`src/rtl/bcd_pkg.sv`:
```
// Shared BCD constants for the cascaded up/down counter.
//   BCD_W   : width of one BCD digit
//   BCD_MAX : largest legal digit value (9)
//   BCD_MIN : smallest legal digit value (0)
package bcd_pkg;

  localparam int unsigned BCD_W = 4;

  localparam logic [BCD_W-1:0] BCD_MAX = 4'd9;
  localparam logic [BCD_W-1:0] BCD_MIN = 4'd0;

  // True when a 4-bit field is not a legal BCD digit.
  function automatic logic bcd_invalid(input logic [BCD_W-1:0] d);
    return (d > BCD_MAX);
  endfunction

endpackage

```
`src/rtl/bcd_digit.sv`:
```
// Single BCD digit cell of the up/down counter.
//   clk       : rising-edge clock
//   reset_n   : synchronous active-low reset (digit -> 0)
//   ld        : load ld_val (illegal values load as 0)
//   ld_val    : digit value to load
//   inc_en    : step this digit one place in direction dir
//   dir       : 1 = up, 0 = down
//   digit     : registered digit value, always 0..9
//   carry_out : digit sits at its terminal value for dir (9 up, 0 down)
module bcd_digit
  import bcd_pkg::*;
(
  input  logic             clk,
  input  logic             reset_n,
  input  logic             ld,
  input  logic [BCD_W-1:0] ld_val,
  input  logic             inc_en,
  input  logic             dir,
  output logic [BCD_W-1:0] digit,
  output logic             carry_out
);

  always_ff @(posedge clk) begin
    if (!reset_n) begin
      digit <= BCD_MIN;
    end else if (ld) begin
      digit <= bcd_invalid(ld_val) ? BCD_MIN : ld_val;
    end else if (inc_en) begin
      if (dir) begin
        digit <= (digit == BCD_MAX) ? BCD_MIN : digit + 4'd1;
      end else begin
        digit <= (digit == BCD_MIN) ? BCD_MAX : digit - 4'd1;
      end
    end
  end

  assign carry_out = dir ? (digit == BCD_MAX) : (digit == BCD_MIN);

endmodule

```
`src/rtl/bcd_updown_counter.sv`:
```
// Cascaded BCD up/down counter with synchronous load.
//   DIGITS     : number of BCD digits (1..8)
//   clk        : rising-edge clock
//   reset_n    : synchronous active-low reset
//   enable     : advance the count by one
//   up_down    : 1 = count up, 0 = count down
//   load       : load load_value (takes priority over enable)
//   load_value : packed BCD value, digit 0 in bits [3:0]
//   count      : registered packed BCD count
//   done       : all digits at terminal value for the current direction
//   wrap       : done & enable & ~load, for cascading further counters
//   load_err   : sticky flag, set by a load containing a digit > 9
module bcd_updown_counter
  import bcd_pkg::*;
#(
  parameter int unsigned DIGITS = 4
) (
  input  logic                      clk,
  input  logic                      reset_n,
  input  logic                      enable,
  input  logic                      up_down,
  input  logic                      load,
  input  logic [BCD_W*DIGITS-1:0]   load_value,
  output logic [BCD_W*DIGITS-1:0]   count,
  output logic                      done,
  output logic                      wrap,
  output logic                      load_err
);

  logic [BCD_W-1:0] digit_q [DIGITS];
  logic             carry   [DIGITS];
  // chain[i] = enable AND carry of every digit below i
  logic             chain   [DIGITS];
  logic             ld_bad;

  assign chain[0] = enable;

  for (genvar i = 0; i < DIGITS; i++) begin : g_digit
    if (i > 0) begin : g_chain
      assign chain[i] = chain[i-1] & carry[i-1];
    end

    bcd_digit u_digit (
      .clk       (clk),
      .reset_n   (reset_n),
      .ld        (load),
      .ld_val    (load_value[i*BCD_W +: BCD_W]),
      .inc_en    (chain[i]),
      .dir       (up_down),
      .digit     (digit_q[i]),
      .carry_out (carry[i])
    );
  end

  always_comb begin
    count = '0;
    done  = 1'b1;
    for (int unsigned i = 0; i < DIGITS; i++) begin
      count[i*BCD_W +: BCD_W] = digit_q[i];
      done = done & carry[i];
    end
  end

  assign wrap = done & enable & ~load;

  always_comb begin
    ld_bad = 1'b0;
    for (int unsigned i = 0; i < DIGITS; i++) begin
      if (bcd_invalid(load_value[i*BCD_W +: BCD_W])) ld_bad = 1'b1;
    end
  end

  always_ff @(posedge clk) begin
    if (!reset_n) begin
      load_err <= 1'b0;
    end else if (load) begin
      load_err <= ld_bad;
    end
  end

endmodule

```
`config.mk`:
```
export PLATFORM = sky130hd
export DESIGN_NAME = bcd_updown_counter
export DESIGN_NICKNAME = d
export VERILOG_FILES = /design/src/rtl/bcd_pkg.sv /design/src/rtl/bcd_digit.sv /design/src/rtl/bcd_updown_counter.sv
export SDC_FILE = /design/constraint.sdc
export NUM_CORES = 1
export LEC_CHECK = 0
export BUFFER_PORTS_ARGS = -buffer_cell sky130_fd_sc_hd__buf_2
export CELL_PAD_IN_SITES_DETAIL_PLACEMENT = 0
export CELL_PAD_IN_SITES_GLOBAL_PLACEMENT = 2
export CORE_MARGIN = 2
export CORE_UTILIZATION = 32
export CTS_CLUSTER_DIAMETER = 50
export DETAILED_ROUTE_END_ITERATION = 16
export PLACE_DENSITY = 0.89
export SYNTH_ARGS = -nofsm -noshare
export SYNTH_HDL_FRONTEND = slang
export SYNTH_HIERARCHICAL = 1
export SYNTH_SLANG_ARGS = --single-unit
```
`constraint.sdc`:
```
create_clock -name clk -period 4.7 [get_ports clk]
set_input_delay 0.235 -clock clk [delete_from_list [all_inputs] [get_ports clk]]
set_output_delay 0.235 -clock clk [all_outputs]
set_load 0.01 [all_outputs]
```
# Yosys cells after proc, flatten, opt, wreduce, memory -nomap -nowiden
# Index checks and enable logic that the tools add are counted.
[classes]
n_addsub = 8
order_cmp = 4
eq_ne = 4
mux = 32
bitwise = 9
reduce_logical = 8
[op_table]
columns = ["cell", "count"]
rows = [
  ["2-to-1 mux 4 bit", 24],
  ["adder 4 x 1 -> 4 bit (second input constant)", 4],
  ["equality test 4 bit (second input constant)", 4],
  ["greater-than comparator 4 bit (second input constant)", 4],
  ["zero test 4 bit", 4],
  ["subtractor 4 x 1 -> 4 bit (second input constant)", 4],
  ["bitwise AND 1 bit", 8],
  ["2-to-1 mux 1 bit", 8],
  ["nonzero test 2 bit", 4],
  ["NOT 1 bit", 1],
]
[word_totals]
regBits = 17
in_bits = 21
elab_cells = 70

# Longest topological paths before layout
[depth]
ltp_word = 7
ltp_mapped = 11
mapped_depth_nobuf = 9

# Hierarchy
# Netlist, hierarchy kept.
[modules_own_cells]
columns = ["mod", "n_inst", "cells_each", "area_each_um2", "seq_area_each_um2"]
rows = [
  ["bcd_digit", 4, 47, 367.9, 80.1],
  ["bcd_updown_counter", 1, 13, 93.8, 20.0],
]

# Least setup slack after synthesis
# OpenSTA, ideal clock, no wires.
[synth_timing]
path_kind = "reg2reg"
from = "register g_digit[0].u_digit.digit[0]"
to = "register g_digit[3].u_digit.digit[3]"
setup_time_ns = 0.129
arrival_ns = 1.777
path_slack_ns = 2.794
path_stages_with_launch = 12
path_buffers = 2
synth_period_minus_slack_ns = 1.906
path_cell_list = "dfxtp_1 buf_6 and2_4 a21oi_1 nor3_1 and3_1 and2_1 clkbuf_1 xnor2_1 nor2_1 a31oi_1 a21oi_1"
[synth_rtl]
columns = ["item", "line", "text"]
rows = [
  ["start: declaration", "bcd_digit.sv:19", "output logic [BCD_W-1:0] digit,"],
  ["start signal: assignment", "bcd_digit.sv:27", "digit <= bcd_invalid(ld_val) ? BCD_MIN : ld_val;"],
  ["start signal: assignment", "bcd_digit.sv:30", "digit <= (digit == BCD_MAX) ? BCD_MIN : digit + 4'd1;"],
  ["start signal: assignment", "bcd_digit.sv:32", "digit <= (digit == BCD_MIN) ? BCD_MAX : digit - 4'd1;"],
  ["end signal: assignment", "bcd_digit.sv:27", ""],
  ["end signal: assignment", "bcd_digit.sv:30", ""],
  ["end signal: assignment", "bcd_digit.sv:32", ""],
  ["end: declaration", "bcd_digit.sv:19", ""],
]

==> impl_metrics.prom <==
# TYPE chip_impl_metric gauge
chip_impl_metric{name="syn-num-nets",unit=""} 222
chip_impl_metric{name="layout.nets",unit=""} 242
chip_impl_metric{name="grt-ovfl-total",unit=""} 0
chip_impl_metric{name="post_cts_resized",unit=""} 0
chip_impl_info{name="min-delay-path-class",value="primary input to flip-flop"} 1
chip_impl_metric{name="worst_slew_margin_rel",unit=""} 0.5331
chip_impl_metric{name="area.sequential",unit="µm²"} 340.3
chip_impl_metric{name="syn_avg_cell_area",unit="µm²"} 7.787
chip_impl_metric{name="htreeDepth",unit=""} 1
chip_impl_metric{name="port_buffers",unit=""} 39
chip_impl_metric{name="cts_buffers",unit=""} 3
chip_impl_info{name="worst_r2r_startpoint",value="g_digit[0].u_digit/digit[0]"} 1
chip_impl_metric{name="dieWidth",unit="µm"} 73.94
chip_impl_info{name="netlist_top_cells_area",value="sky130_fd_sc_hd__dfxtp_1 22%, sky130_fd_sc_hd__o21ai_0 7.7%, sky130_fd_sc_hd__xnor2_1 6.7%"} 1
chip_impl_info{name="crit_start",value="g_digit[0].u_digit/digit[0]"} 1
chip_impl_metric{name="tritoncts_num_sinks",unit=""} 17
chip_impl_metric{name="postRouteWirelength",unit="mm"} 3.838
chip_impl_metric{name="start_util",unit=""} 0.3314
chip_impl_metric{name="layout.filler_cells",unit=""} 511
chip_impl_metric{name="synthesis.instances",unit=""} 201
chip_impl_metric{name="wire_length_of_the_first_global_routing_pass",unit="mm"} 6.313
chip_impl_metric{name="final_layout_size_suffix_gt1_frac",unit=""} 0.2455
chip_impl_metric{name="dp_hpwl",unit="mm"} 2.661
chip_impl_metric{name="worst-path-max-fanout",unit=""} 9
chip_impl_metric{name="place_congestion",unit=""} 0.7777
chip_impl_metric{name="rrSetupSlack",unit="ns"} 2.42
chip_impl_metric{name="antenna_found_initial",unit=""} 0
chip_impl_metric{name="route.detailed.vias_per_inst",unit=""} 5.279
chip_impl_metric{name="synth-seq-area-share",unit=""} 0.2174
chip_impl_metric{name="core_area",unit="µm²"} 4723
chip_impl_metric{name="post_cts_buffers",unit=""} 0
chip_impl_metric{name="postSynthRegisterBits",unit=""} 17
chip_impl_info{name="min_from",value="load_value[9]"} 1
chip_impl_info{name="clockRootBuffer",value="sky130_fd_sc_hd__clkbuf_8"} 1
chip_impl_metric{name="route.antenna.remaining_nets",unit=""} 0
chip_impl_info{name="outcome",value="complete, no violations"} 1
chip_impl_info{name="reg2reg_to",value="g_digit[3].u_digit/digit[3]"} 1
chip_impl_metric{name="syn2layout_area_growth",unit="%"} 10.47
chip_impl_metric{name="n_antenna_cell",unit=""} 0
chip_impl_metric{name="max-vdd-ir-drop",unit="V"} 0.00007981
chip_impl_info{name="endpoint_kind",value="flip-flop"} 1
chip_impl_metric{name="final-setup-viol-count",unit=""} 0
chip_impl_metric{name="post_synth_instance_area",unit="µm²"} 1565
chip_impl_metric{name="route.detailed.drc",unit=""} 0
chip_impl_metric{name="min_path_cells",unit=""} 3
chip_impl_metric{name="multi_input_comb_area",unit="µm²"} 1065
chip_impl_metric{name="pre_cts_slack",unit="ns"} 2.323
chip_impl_metric{name="dieArea",unit="µm²"} 5467
chip_impl_metric{name="floorplan.rows",unit=""} 25
chip_impl_metric{name="worstMarginPinSlew",unit="ns"} 0.7003
chip_impl_metric{name="power.density",unit="nW/µm²"} 219.7
chip_impl_metric{name="hold_buffers",unit=""} 0
chip_impl_metric{name="worst_path_required_time",unit="ns"} 4.84
chip_impl_metric{name="post-route-worst-setup-slack",unit="ns"} 2.417
chip_impl_info{name="setup_repair_after_global_routing_missed_its_margin",value="no"} 1
chip_impl_metric{name="yosys.cell_types.count",unit=""} 31
chip_impl_metric{name="vertical_extent_of_the_die",unit="µm"} 73.94
chip_impl_metric{name="fin_tns_setup",unit="ns"} 0
chip_impl_metric{name="drt-wirelength-per-cell",unit="µm"} 13.37
chip_impl_metric{name="first_global_vias",unit=""} 1322
chip_impl_metric{name="skew",unit="ns"} 0.002655
chip_impl_info{name="hold_end",value="g_digit[2].u_digit/digit[1]"} 1
chip_impl_metric{name="max_cap_violations",unit=""} 0
chip_impl_metric{name="grt_start_max_net_pins",unit=""} 48
chip_impl_metric{name="drv_slew",unit=""} 0
chip_impl_info{name="criticalPathCategory",value="flip-flop to flip-flop"} 1
chip_impl_metric{name="timing.reg2reg.worst_path_depth",unit=""} 9
chip_impl_metric{name="first_iter_violations",unit=""} 118
chip_impl_metric{name="max-clock-path-buffers",unit=""} 2
chip_impl_metric{name="timing.critical_path.arrival",unit="ns"} 2.42
chip_impl_info{name="tritoncts",value="done"} 1
chip_impl_metric{name="gr-usage-all-layers",unit=""} 0.1445
chip_impl_metric{name="yosysWarningCount",unit=""} 6
chip_impl_metric{name="dr.pass1.iters",unit=""} 4
chip_impl_metric{name="insertion_delay_of_the_later_clocked_pin_in_the_worst_skew_pair",unit="ns"} 0.26
chip_impl_metric{name="min_period_over_period",unit=""} 0.4858
chip_impl_metric{name="via_count",unit=""} 1515
chip_impl_metric{name="cts.clk_slew.worst_paths",unit="ns"} 0.07
chip_impl_metric{name="final_period_minus_worst_setup_slack",unit="ns"} 2.283
chip_impl_metric{name="pin_count",unit=""} 40
chip_impl_info{name="startpoint_type",value="flip-flop"} 1
chip_impl_info{name="synth_top_area_cell",value="sky130_fd_sc_hd__dfxtp_1"} 1
chip_impl_metric{name="maxClockFrequency",unit="GHz"} 0.4379
chip_impl_metric{name="synth_top_area_frac",unit=""} 0.2174
chip_impl_metric{name="leakagePower",unit="nW"} 0.6791
chip_impl_metric{name="timing_hold_violations_final",unit=""} 0
[kinds of logic after synthesis]
logic type      Yosys count  synth area share
simple gates             86            0.3437
buf+inv                  24            0.1023
compound gates           54            0.2214
xor+xnor                 16           0.08953
mux                       4           0.02558
flops                    17            0.2174
[power breakdown]
group | internal [mW] | switching (mW)
clock network | 0.0603 | 0.0552
logic | 0.0439 | 0.0503
registers | 0.152 | 0.0184
[worst max path at each step]
stage | to | slack (ns) | cells past startpoint
floorplan | g_digit[3].u_digit/digit[3] | 2.79 | 11
global placement | g_digit[3].u_digit/digit[3] | 2.40 | 10
detailed placement | g_digit[3].u_digit/digit[3] | 2.32 | 10
CTS | g_digit[3].u_digit/digit[3] | 2.40 | 9
global route | g_digit[3].u_digit/digit[2] | 2.19 | 7
finish | g_digit[3].u_digit/digit[3] | 2.42 | 9
[state kept, by name, summed over array words and instances, names as in the netlist]
name / count
load_err: 1
g_digit.u_digit/digit: 16
[synth_stat cells]
library cell               number
sky130_fd_sc_hd__xor2_1         4
sky130_fd_sc_hd__nor4b_1        4
sky130_fd_sc_hd__buf_6          8
sky130_fd_sc_hd__nand3_1        8
sky130_fd_sc_hd__dfxtp_1       17
sky130_fd_sc_hd__clkbuf_1       8
sky130_fd_sc_hd__nor4_1         4
sky130_fd_sc_hd__buf_2          4
sky130_fd_sc_hd__nor3_1        12
sky130_fd_sc_hd__a221oi_1       4
sky130_fd_sc_hd__mux2i_1        4
sky130_fd_sc_hd__a21oi_1        8
sky130_fd_sc_hd__o221a_2        4
sky130_fd_sc_hd__nand4b_1       4
sky130_fd_sc_hd__a31oi_1        5
sky130_fd_sc_hd__and3b_1        5
sky130_fd_sc_hd__xnor2_1       12
sky130_fd_sc_hd__nor3b_1        4
sky130_fd_sc_hd__clkbuf_2       4
sky130_fd_sc_hd__and2_1         6
sky130_fd_sc_hd__o21ai_0       24
sky130_fd_sc_hd__and3_4         4
sky130_fd_sc_hd__and2_4         4
sky130_fd_sc_hd__and4_1         1
sky130_fd_sc_hd__nand2b_1       4
sky130_fd_sc_hd__nand3b_1       4
sky130_fd_sc_hd__nor2_1        16
sky130_fd_sc_hd__and3_1         2
sky130_fd_sc_hd__o41ai_1        8
sky130_fd_sc_hd__o21ai_1        1
sky130_fd_sc_hd__nand2_1        4
[area by class of cell]
class,instances,area share
clock buffer,4,0.02605
multi-input combinational,160,0.6158
sequential,17,0.1968
tap,67,0.04848
timing repair buffer,39,0.1129
[per-layer routing]
layer,part of all wire,GRT usage,vias up,routed length [µm]
li1,-,-,786,-
met1,0.51,0.2189,688,1976
met2,0.43,0.2073,36,1660
met3,0.036,0.01491,5,139
met4,0.016,0.05859,0,61
met5,0,0,-,0
[metrics by stage]
step	area, µm²	hold WS [ns]	cells	utilization	power, mW
2_1_floorplan	1565	0.3352	201	-	0.2411
3_3_place_gp	1684	0.5312	283	0.3566	0.2679
3_5_place_dp	1684	0.5348	283	0.3566	0.2679
4_1_cts	1729	0.2592	287	0.3661	0.3868
5_1_grt	1729	0.2954	287	0.3661	0.4038
6_report	1729	0.2687	287	0.3661	0.3799
[layout by cell type (no fill, tap or decap), types with 5 or more instances in the layout]
cell                      instances
sky130_fd_sc_hd__o21ai_0         24
sky130_fd_sc_hd__buf_2           39
sky130_fd_sc_hd__a21oi_1          8
sky130_fd_sc_hd__a31oi_1          5
sky130_fd_sc_hd__nor3_1          12
sky130_fd_sc_hd__dfxtp_1         17
sky130_fd_sc_hd__xnor2_1         12
sky130_fd_sc_hd__nand3_1          8
sky130_fd_sc_hd__o41ai_1          8
sky130_fd_sc_hd__and3b_1          5
sky130_fd_sc_hd__nor2_1          16
sky130_fd_sc_hd__and2_1           6
[worst max-delay path: stages, from the launching register on]
cell and delay (ns):
sky130_fd_sc_hd__dfxtp_1 0.53, sky130_fd_sc_hd__and2_4 0.25, sky130_fd_sc_hd__a21oi_1 0.07, sky130_fd_sc_hd__nor3_1 0.21, sky130_fd_sc_hd__and3_1 0.35, sky130_fd_sc_hd__and2_1 0.31, sky130_fd_sc_hd__xnor2_1 0.15, sky130_fd_sc_hd__nor2_1 0.05
sky130_fd_sc_hd__a31oi_1 0.17, sky130_fd_sc_hd__a21oi_1 0.08
(Power assumes the default switching activity.)
